$ cat src/rtl/pc_gen_pkg.sv
// Shared definitions for the fetch-address generator: state encoding and default constants.
package pc_gen_pkg;

  typedef enum logic [1:0] {
    PC_BOOT = 2'd0,
    PC_RUN  = 2'd1,
    PC_HALT = 2'd2
  } pc_state_e;

  localparam int          DEF_ADDR_WIDTH   = 32;
  localparam int          DEF_CNT_WIDTH    = 32;
  localparam int          DEF_INST_BYTES   = 4;
  localparam logic [31:0] DEF_RESET_VECTOR = 32'h0000_0000;
  localparam logic [31:0] DEF_TRAP_VECTOR  = 32'h0000_0100;

endpackage

$ cat src/rtl/pc_gen_if.sv
// Fetch-side signal bundle: the generator is the master, the IF stage / memory side is the slave.
interface pc_gen_if #(
  parameter int ADDR_WIDTH = 32,
  parameter int CNT_WIDTH  = 32
);
  logic                  stall_i;
  logic                  fetch_ready_i;
  logic                  branch_valid_i;
  logic [ADDR_WIDTH-1:0] branch_target_i;
  logic                  trap_valid_i;
  logic                  halt_i;
  logic                  fetch_valid_o;
  logic [ADDR_WIDTH-1:0] pc_o;
  logic                  misalign_o;
  logic [ADDR_WIDTH-1:0] misalign_addr_o;
  logic                  halted_o;
  logic [CNT_WIDTH-1:0]  fetch_cnt_o;

  modport master (
    input  stall_i, fetch_ready_i, branch_valid_i, branch_target_i, trap_valid_i, halt_i,
    output fetch_valid_o, pc_o, misalign_o, misalign_addr_o, halted_o, fetch_cnt_o
  );

  modport slave (
    output stall_i, fetch_ready_i, branch_valid_i, branch_target_i, trap_valid_i, halt_i,
    input  fetch_valid_o, pc_o, misalign_o, misalign_addr_o, halted_o, fetch_cnt_o
  );
endinterface

$ cat src/rtl/pc_gen_next_sel.sv
// pc_next_sel: combinational priority mux choosing next pc, misalign flag and next state.
module pc_gen_next_sel
  import pc_gen_pkg::*;
#(
  parameter int                    ADDR_WIDTH  = DEF_ADDR_WIDTH,
  parameter logic [ADDR_WIDTH-1:0] TRAP_VECTOR = DEF_TRAP_VECTOR[ADDR_WIDTH-1:0],
  parameter int                    INST_BYTES  = DEF_INST_BYTES
) (
  input  pc_state_e             state_r,
  input  logic [ADDR_WIDTH-1:0] pc_r,
  input  logic                  accept_s,
  input  logic                  branch_valid_s,
  input  logic [ADDR_WIDTH-1:0] branch_target_s,
  input  logic                  trap_valid_s,
  input  logic                  halt_s,
  output logic [ADDR_WIDTH-1:0] pc_next_s,
  output logic                  misalign_next_s,
  output pc_state_e             state_next_s
);

  localparam int                    ALIGN_BITS = $clog2(INST_BYTES);
  localparam logic [ADDR_WIDTH-1:0] PC_INC     = ADDR_WIDTH'(INST_BYTES);

  logic target_misaligned_s;
  assign target_misaligned_s = |branch_target_s[ALIGN_BITS-1:0];

  // Priority: trap > aligned branch > misaligned branch > halt > accepted fetch > hold.
  always_comb begin
    pc_next_s       = pc_r;
    misalign_next_s = 1'b0;
    state_next_s    = state_r;
    case (state_r)
      PC_BOOT: begin
        state_next_s = PC_RUN;
      end
      PC_RUN: begin
        if (trap_valid_s) begin
          pc_next_s = TRAP_VECTOR;
        end else if (branch_valid_s && !target_misaligned_s) begin
          pc_next_s = branch_target_s;
        end else if (branch_valid_s) begin
          pc_next_s       = TRAP_VECTOR;
          misalign_next_s = 1'b1;
        end else if (halt_s) begin
          state_next_s = PC_HALT;
        end else if (accept_s) begin
          pc_next_s = pc_r + PC_INC;
        end else begin
          pc_next_s = pc_r;
        end
      end
      PC_HALT: begin
        // Only a redirect wakes the fetch unit; halt and handshake are ignored here.
        if (trap_valid_s) begin
          pc_next_s    = TRAP_VECTOR;
          state_next_s = PC_RUN;
        end else if (branch_valid_s && !target_misaligned_s) begin
          pc_next_s    = branch_target_s;
          state_next_s = PC_RUN;
        end else if (branch_valid_s) begin
          pc_next_s       = TRAP_VECTOR;
          misalign_next_s = 1'b1;
          state_next_s    = PC_RUN;
        end else begin
          pc_next_s = pc_r;
        end
      end
      default: begin
        state_next_s = PC_BOOT;
      end
    endcase
  end

endmodule

$ cat src/rtl/pc_gen.sv
// Program-counter generator at the head of IF: owns the PC, state, misalign and fetch-count registers.
module pc_gen
  import pc_gen_pkg::*;
#(
  parameter int                    ADDR_WIDTH   = DEF_ADDR_WIDTH,
  parameter logic [ADDR_WIDTH-1:0] RESET_VECTOR = DEF_RESET_VECTOR[ADDR_WIDTH-1:0],
  parameter logic [ADDR_WIDTH-1:0] TRAP_VECTOR  = DEF_TRAP_VECTOR[ADDR_WIDTH-1:0],
  parameter int                    INST_BYTES   = DEF_INST_BYTES,
  parameter int                    CNT_WIDTH    = DEF_CNT_WIDTH
) (
  input  logic     clk,
  input  logic     rst,
  pc_gen_if.master bus
);

  pc_state_e             state_r;
  pc_state_e             state_next_s;
  logic [ADDR_WIDTH-1:0] pc_r;
  logic [ADDR_WIDTH-1:0] pc_next_s;
  logic                  misalign_r;
  logic                  misalign_next_s;
  logic [ADDR_WIDTH-1:0] misalign_addr_r;
  logic [CNT_WIDTH-1:0]  fetch_cnt_r;
  logic                  fetch_valid_s;
  logic                  accept_s;

  // The request is the only combinational output: registered RUN state gated by the stall.
  assign fetch_valid_s = (state_r == PC_RUN) && !bus.stall_i;
  assign accept_s      = fetch_valid_s && bus.fetch_ready_i;

  pc_gen_next_sel #(
    .ADDR_WIDTH  (ADDR_WIDTH),
    .TRAP_VECTOR (TRAP_VECTOR),
    .INST_BYTES  (INST_BYTES)
  ) u_next_sel (
    .state_r         (state_r),
    .pc_r            (pc_r),
    .accept_s        (accept_s),
    .branch_valid_s  (bus.branch_valid_i),
    .branch_target_s (bus.branch_target_i),
    .trap_valid_s    (bus.trap_valid_i),
    .halt_s          (bus.halt_i),
    .pc_next_s       (pc_next_s),
    .misalign_next_s (misalign_next_s),
    .state_next_s    (state_next_s)
  );

  // State and PC registers; reset discards whatever request was pending.
  always_ff @(posedge clk) begin
    if (rst) begin
      state_r <= PC_BOOT;
      pc_r    <= RESET_VECTOR;
    end else begin
      state_r <= state_next_s;
      pc_r    <= pc_next_s;
    end
  end

  // Misalign pulse and the sticky offending address.
  always_ff @(posedge clk) begin
    if (rst) begin
      misalign_r      <= 1'b0;
      misalign_addr_r <= {ADDR_WIDTH{1'b0}};
    end else begin
      misalign_r <= misalign_next_s;
      if (misalign_next_s) begin
        misalign_addr_r <= bus.branch_target_i;
      end
    end
  end

  // Accepted-fetch counter; counts accepts even when a redirect flushes them.
  always_ff @(posedge clk) begin
    if (rst) begin
      fetch_cnt_r <= {CNT_WIDTH{1'b0}};
    end else if (accept_s) begin
      fetch_cnt_r <= fetch_cnt_r + {{(CNT_WIDTH-1){1'b0}}, 1'b1};
    end
  end

  assign bus.fetch_valid_o   = fetch_valid_s;
  assign bus.pc_o            = pc_r;
  assign bus.misalign_o      = misalign_r;
  assign bus.misalign_addr_o = misalign_addr_r;
  assign bus.halted_o        = (state_r == PC_HALT);
  assign bus.fetch_cnt_o     = fetch_cnt_r;

endmodule

$ cat src/flat_wrapper.sv
// flat-port wrapper written by rule: the top's interface ports become plain ports
module pc_gen_flat import pc_gen_pkg::*;
#(
  parameter int                    ADDR_WIDTH   = DEF_ADDR_WIDTH,
  parameter logic [ADDR_WIDTH-1:0] RESET_VECTOR = DEF_RESET_VECTOR[ADDR_WIDTH-1:0],
  parameter logic [ADDR_WIDTH-1:0] TRAP_VECTOR  = DEF_TRAP_VECTOR[ADDR_WIDTH-1:0],
  parameter int                    INST_BYTES   = DEF_INST_BYTES,
  parameter int                    CNT_WIDTH    = DEF_CNT_WIDTH
)
  (clk, rst, bus_stall_i, bus_fetch_ready_i, bus_branch_valid_i, bus_branch_target_i, bus_trap_valid_i, bus_halt_i, bus_fetch_valid_o, bus_pc_o, bus_misalign_o, bus_misalign_addr_o, bus_halted_o, bus_fetch_cnt_o);
  pc_gen_if #(.ADDR_WIDTH(ADDR_WIDTH), .CNT_WIDTH(CNT_WIDTH)) bus_i ();
  input  logic clk;
  input  logic rst;
  input wire logic [$bits(bus_i.stall_i)-1:0] bus_stall_i;
  input wire logic [$bits(bus_i.fetch_ready_i)-1:0] bus_fetch_ready_i;
  input wire logic [$bits(bus_i.branch_valid_i)-1:0] bus_branch_valid_i;
  input wire logic [$bits(bus_i.branch_target_i)-1:0] bus_branch_target_i;
  input wire logic [$bits(bus_i.trap_valid_i)-1:0] bus_trap_valid_i;
  input wire logic [$bits(bus_i.halt_i)-1:0] bus_halt_i;
  output wire logic [$bits(bus_i.fetch_valid_o)-1:0] bus_fetch_valid_o;
  output wire logic [$bits(bus_i.pc_o)-1:0] bus_pc_o;
  output wire logic [$bits(bus_i.misalign_o)-1:0] bus_misalign_o;
  output wire logic [$bits(bus_i.misalign_addr_o)-1:0] bus_misalign_addr_o;
  output wire logic [$bits(bus_i.halted_o)-1:0] bus_halted_o;
  output wire logic [$bits(bus_i.fetch_cnt_o)-1:0] bus_fetch_cnt_o;
  assign bus_i.stall_i = bus_stall_i;
  assign bus_i.fetch_ready_i = bus_fetch_ready_i;
  assign bus_i.branch_valid_i = bus_branch_valid_i;
  assign bus_i.branch_target_i = bus_branch_target_i;
  assign bus_i.trap_valid_i = bus_trap_valid_i;
  assign bus_i.halt_i = bus_halt_i;
  assign bus_fetch_valid_o = bus_i.fetch_valid_o;
  assign bus_pc_o = bus_i.pc_o;
  assign bus_misalign_o = bus_i.misalign_o;
  assign bus_misalign_addr_o = bus_i.misalign_addr_o;
  assign bus_halted_o = bus_i.halted_o;
  assign bus_fetch_cnt_o = bus_i.fetch_cnt_o;
  pc_gen #(.ADDR_WIDTH(ADDR_WIDTH), .RESET_VECTOR(RESET_VECTOR), .TRAP_VECTOR(TRAP_VECTOR), .INST_BYTES(INST_BYTES), .CNT_WIDTH(CNT_WIDTH)) u_core (.clk(clk), .rst(rst), .bus(bus_i));
endmodule
$ cat config.mk
export PLATFORM = sky130hd
export DESIGN_NAME = pc_gen_flat
export DESIGN_NICKNAME = d
export VERILOG_FILES = /design/src/rtl/pc_gen_pkg.sv /design/src/rtl/pc_gen_if.sv /design/src/rtl/pc_gen_next_sel.sv /design/src/rtl/pc_gen.sv /design/src/flat_wrapper.sv
export SDC_FILE = /design/constraint.sdc
export NUM_CORES = 1
export LEC_CHECK = 0
export CAP_MARGIN = 20
export CORE_ASPECT_RATIO = 1.25
export CORE_MARGIN = 8
export CORE_UTILIZATION = 40
export CTS_CLUSTER_SIZE = 24
export DETAILED_ROUTE_END_ITERATION = 7
export PLACE_DENSITY = 0.72
export SYNTH_ARGS = -nofsm -noshare
export SYNTH_HDL_FRONTEND = slang
export SYNTH_SLANG_ARGS = --single-unit
$ cat constraint.sdc
create_clock -name clk -period 2.1 [get_ports clk]
set_clock_uncertainty 0.1 [all_clocks]
set_input_delay 0.42 -clock clk [delete_from_list [all_inputs] [get_ports clk]]
set_output_delay 0.42 -clock clk [all_outputs]
set_load 0.005 [all_outputs]
==> out/metrics.cfg <==
[global_routing]
grt_usage = 0.2000
antenna_found_initial = 0
grt_max_degree = 40
first_global_vias = 5087
grt_pass1_wl_um = 25520
grt_overflow_total = 0

[finish]
fin_area_um2 = 7388
area_growth_pct = 54.82
fin_nets = 838
layout-drive-gt1-share = 0.1867
fin_util = 0.6360
diodes = 0
fillers = 979

[timing]
setup_viol = 0
tns_ns = 0
final_hold_viol_count = 0
slew_headroom = 0.5852
final_max_slew_viol_count = 0
fin_crit_sh = 0.9752
max_freq_ghz = 0.4883
setup_ws_ns = 0.05199
period_minus_slack_ns = 2.048
worstMarginPinSlew_ns = 0.6222
fin_hold_ws_ns = 0.3543
rsz0062_at_grt = true

[die]
num_io_pins = 138
die_area_um2 = 15700
dieWidth_um = 113.7
die_y_um = 138.1
coreArea_um2 = 11620
start_util = 0.4108
num_rows = 44

[critical_path]
worst_ep_arrival_time_ns = 2.22
crit_type = reg2reg
rrSetupSlack_ns = 0.05
rr_worst_depth = 6
crit_path_end_kind = flop
reg2reg_to = u_core.bus.pc_o[26]$_SDFFE_PP0P_
path_max_fanout = 3
critPathLaunchType = flop
cp.required_ns = 2.27
r2r-start = u_core.bus.pc_o[2]$_SDFFE_PP0P_

[drt]
antenna_left = 0
via_per_inst = 5.413
dr.pass1.iters = 5
drc = 0
drtIter0Drc = 300
routedWlPerCell_um = 17.07
vias = 5191
routed_wl_um = 16370

[yosys]
synthArstFlopShare = 0
synth_cell_types = 62
synthesis.nets = 631
avgSynthCellArea_um2 = 8.143
synth_flop_cell = dfxtp_1
synth_edf_count = 0
yosys_warnings = 0
syn_area_um2 = 4772
synth_area_leaders = dfxtp_1 42%, nand2_1 7.6%, a21oi_1 5.9%
netlist_instances = 586
synth_top_area_frac = 0.4153
yosys.area.top_type = dfxtp_1
yosysSeqAreaShare = 0.4153
ys_seq_elements = 99

[place]
portBuffers = 137
dp_hpwl_um = 12330
dpl-instance-area_um2 = 6872
pre_cts_slack_ns = -0.3802
gp_congestion = 0.9043

[cts]
cts_buffers = 9
cts-root-buf = clkbuf_16
numClockSinks = 99
hold_buffers = 0
clk_latency_ns = 0.34
cts_tree = built
htree_levels = 3
clock_path_buffers = 2
clkTransAtPathRegs_ns = 0.07

[power]
power.internal_uw = 3905
power_frac_comb = 0.337
swShare = 0.3148
p_clk_frac = 0.298
seqPwrFrac = 0.364
leakage_uw = 0.002696
p_per_area_nw_per_um2 = 771.2
peakVddDrop_mv = 0.4581
p_sw_uw = 1794

[run]
maxCapViolCount = 0

[worst_hold_path]
hp-class = reg2reg
whs_endpoint = u_core.bus.misalign_addr_o[17]$_SDFFE_PP0P_
hold_depth = 2
min_from = u_core.bus.misalign_addr_o[17]$_SDFFE_PP0P_

[run_status]
status = finished, final reports clean

## kinds of logic after synthesis
kind of cell / Yosys count / synth area share
simple gates: 272 / 0.2916
flops: 99 / 0.4153
compound gates: 125 / 0.1615
fa+ha+maj: 6 / 0.01573
buf+inv: 42 / 0.03776
mux: 4 / 0.008390
xor+xnor: 38 / 0.06974
## worst max-delay path, cell delays in order, from the launching register on
cell and delay, ns:
dfxtp_2 0.34, ha_2 0.20, nand3_2 0.09, or3_4 0.37, or4_4 0.56, o31ai_4 0.20
o2bb2ai_1 0.13
## metrics by stage
step                power, uW  instances
global placement         3700        936
CTS                      5477        954
floorplan                2916        586
global route             5944        959
finish                   5698        959
detailed placement       3746        936
## cell usage after synthesis (3+ instances only)
library cell and instances:
mux2i_1 4, and3_1 12, a22oi_1 15, nor2_1 49, nand3b_1 4, nand2_1 97, and2_1 5, and4_1 4
o22ai_1 11, nor3_1 10, nand3_1 29, xor2_1 20, o21ai_0 18, inv_1 11, nand4_1 13, o211ai_1 3
or3_1 12, a21oi_1 56, dfxtp_1 99, nor4_1 9, clkbuf_1 26, nand2b_1 3, xnor2_1 18, ha_1 6
## sequential cells by signal (all words and copies together) (netlist names)
name	count
u_core.bus.fetch_cnt_o	32
u_core.bus.misalign_addr_o	32
u_core.bus.misalign_o	1
u_core.bus.pc_o	32
u_core.state_r	2
## per-layer routing
layer | global-route usage | wire [um] | vias up
met5 | 0 | 0 | -
met4 | 0.08861 | 499 | 0
met3 | 0.05403 | 1240 | 34
met2 | 0.3559 | 8368 | 187
met1 | 0.2142 | 6266 | 2480
li1 | - | - | 2490
## how the worst max path moves through the flow
stage / startpoint / to / slack, ns / cells past startpoint
floorplan: u_core.state_r[0]$_SDFFE_PP0P_ / u_core.bus.pc_o[31]$_SDFFE_PP0P_ / 0.0004 / 7
global placement: bus_halt_i / u_core.bus.pc_o[31]$_SDFFE_PP0P_ / -0.32 / 7
detailed placement: bus_branch_valid_i / u_core.bus.pc_o[31]$_SDFFE_PP0P_ / -0.38 / 5
CTS: u_core.state_r[1]$_SDFFE_PP0P_ / u_core.bus.fetch_cnt_o[9]$_SDFFE_PP0N_ / -0.01 / 8
global route: u_core.state_r[0]$_SDFFE_PP0P_ / u_core.bus.pc_o[21]$_SDFFE_PP0P_ / -0.04 / 8
finish: u_core.bus.pc_o[2]$_SDFFE_PP0P_ / u_core.bus.pc_o[26]$_SDFFE_PP0P_ / 0.05 / 6
## layout by cell type (no fill, tap or decap), drive strengths merged, types with 3 or more instances in the layout
cell type / netlist / routed
a21oi: 56 / 56
o22ai: 11 / 11
nand2: 97 / 97
dlymetal6s2s: 0 / 4
nand2b: 3 / 3
ha: 6 / 6
o211ai: 3 / 3
or3: 13 / 13
nand3b: 4 / 4
and2: 5 / 5
clkdlybuf4s50: 0 / 130
buf: 3 / 91
mux2i: 4 / 4
nor2: 50 / 50
or4: 4 / 4
a22oi: 15 / 15
dfxtp: 99 / 99
or2: 3 / 3
clkbuf: 28 / 11
nor3: 12 / 12
nand3: 31 / 31
and4: 6 / 6
xor2: 20 / 20
and3: 12 / 12
nand4: 15 / 15
nor4: 9 / 9
o21ai: 18 / 18
inv: 11 / 12
xnor2: 18 / 18
## power groups by stage
stage                     clock [uW]  sequential [uW]  combinational, uW
after floorplan                    0             2130                784
after global placement             0             2100               1600
after detailed placement           0             2110               1640
after CTS                       1730             2080               1670
after global routing            1800             2090               2060
final                           1700             2080               1920
## final cells by class
type / instances / area (um2) / area share
clock inverters: 5 / 60.06 / 0.008129
repair buffers: 227 / 2102 / 0.2845
multi-input cells: 445 / 2753 / 0.3726
clock buffers: 11 / 242.7 / 0.03285
well taps: 161 / 201.4 / 0.02726
inverters: 11 / 41.29 / 0.005588
flip-flops and latches: 99 / 1988 / 0.2691
## timing repair
action,CTS,global route
cloned,0,0
endpoints found under the setup margin,4,45
pin swaps,4,5
buffers inserted,2,6
resized for setup,10,32
Note: power is estimated with default switching activity, not from simulation.
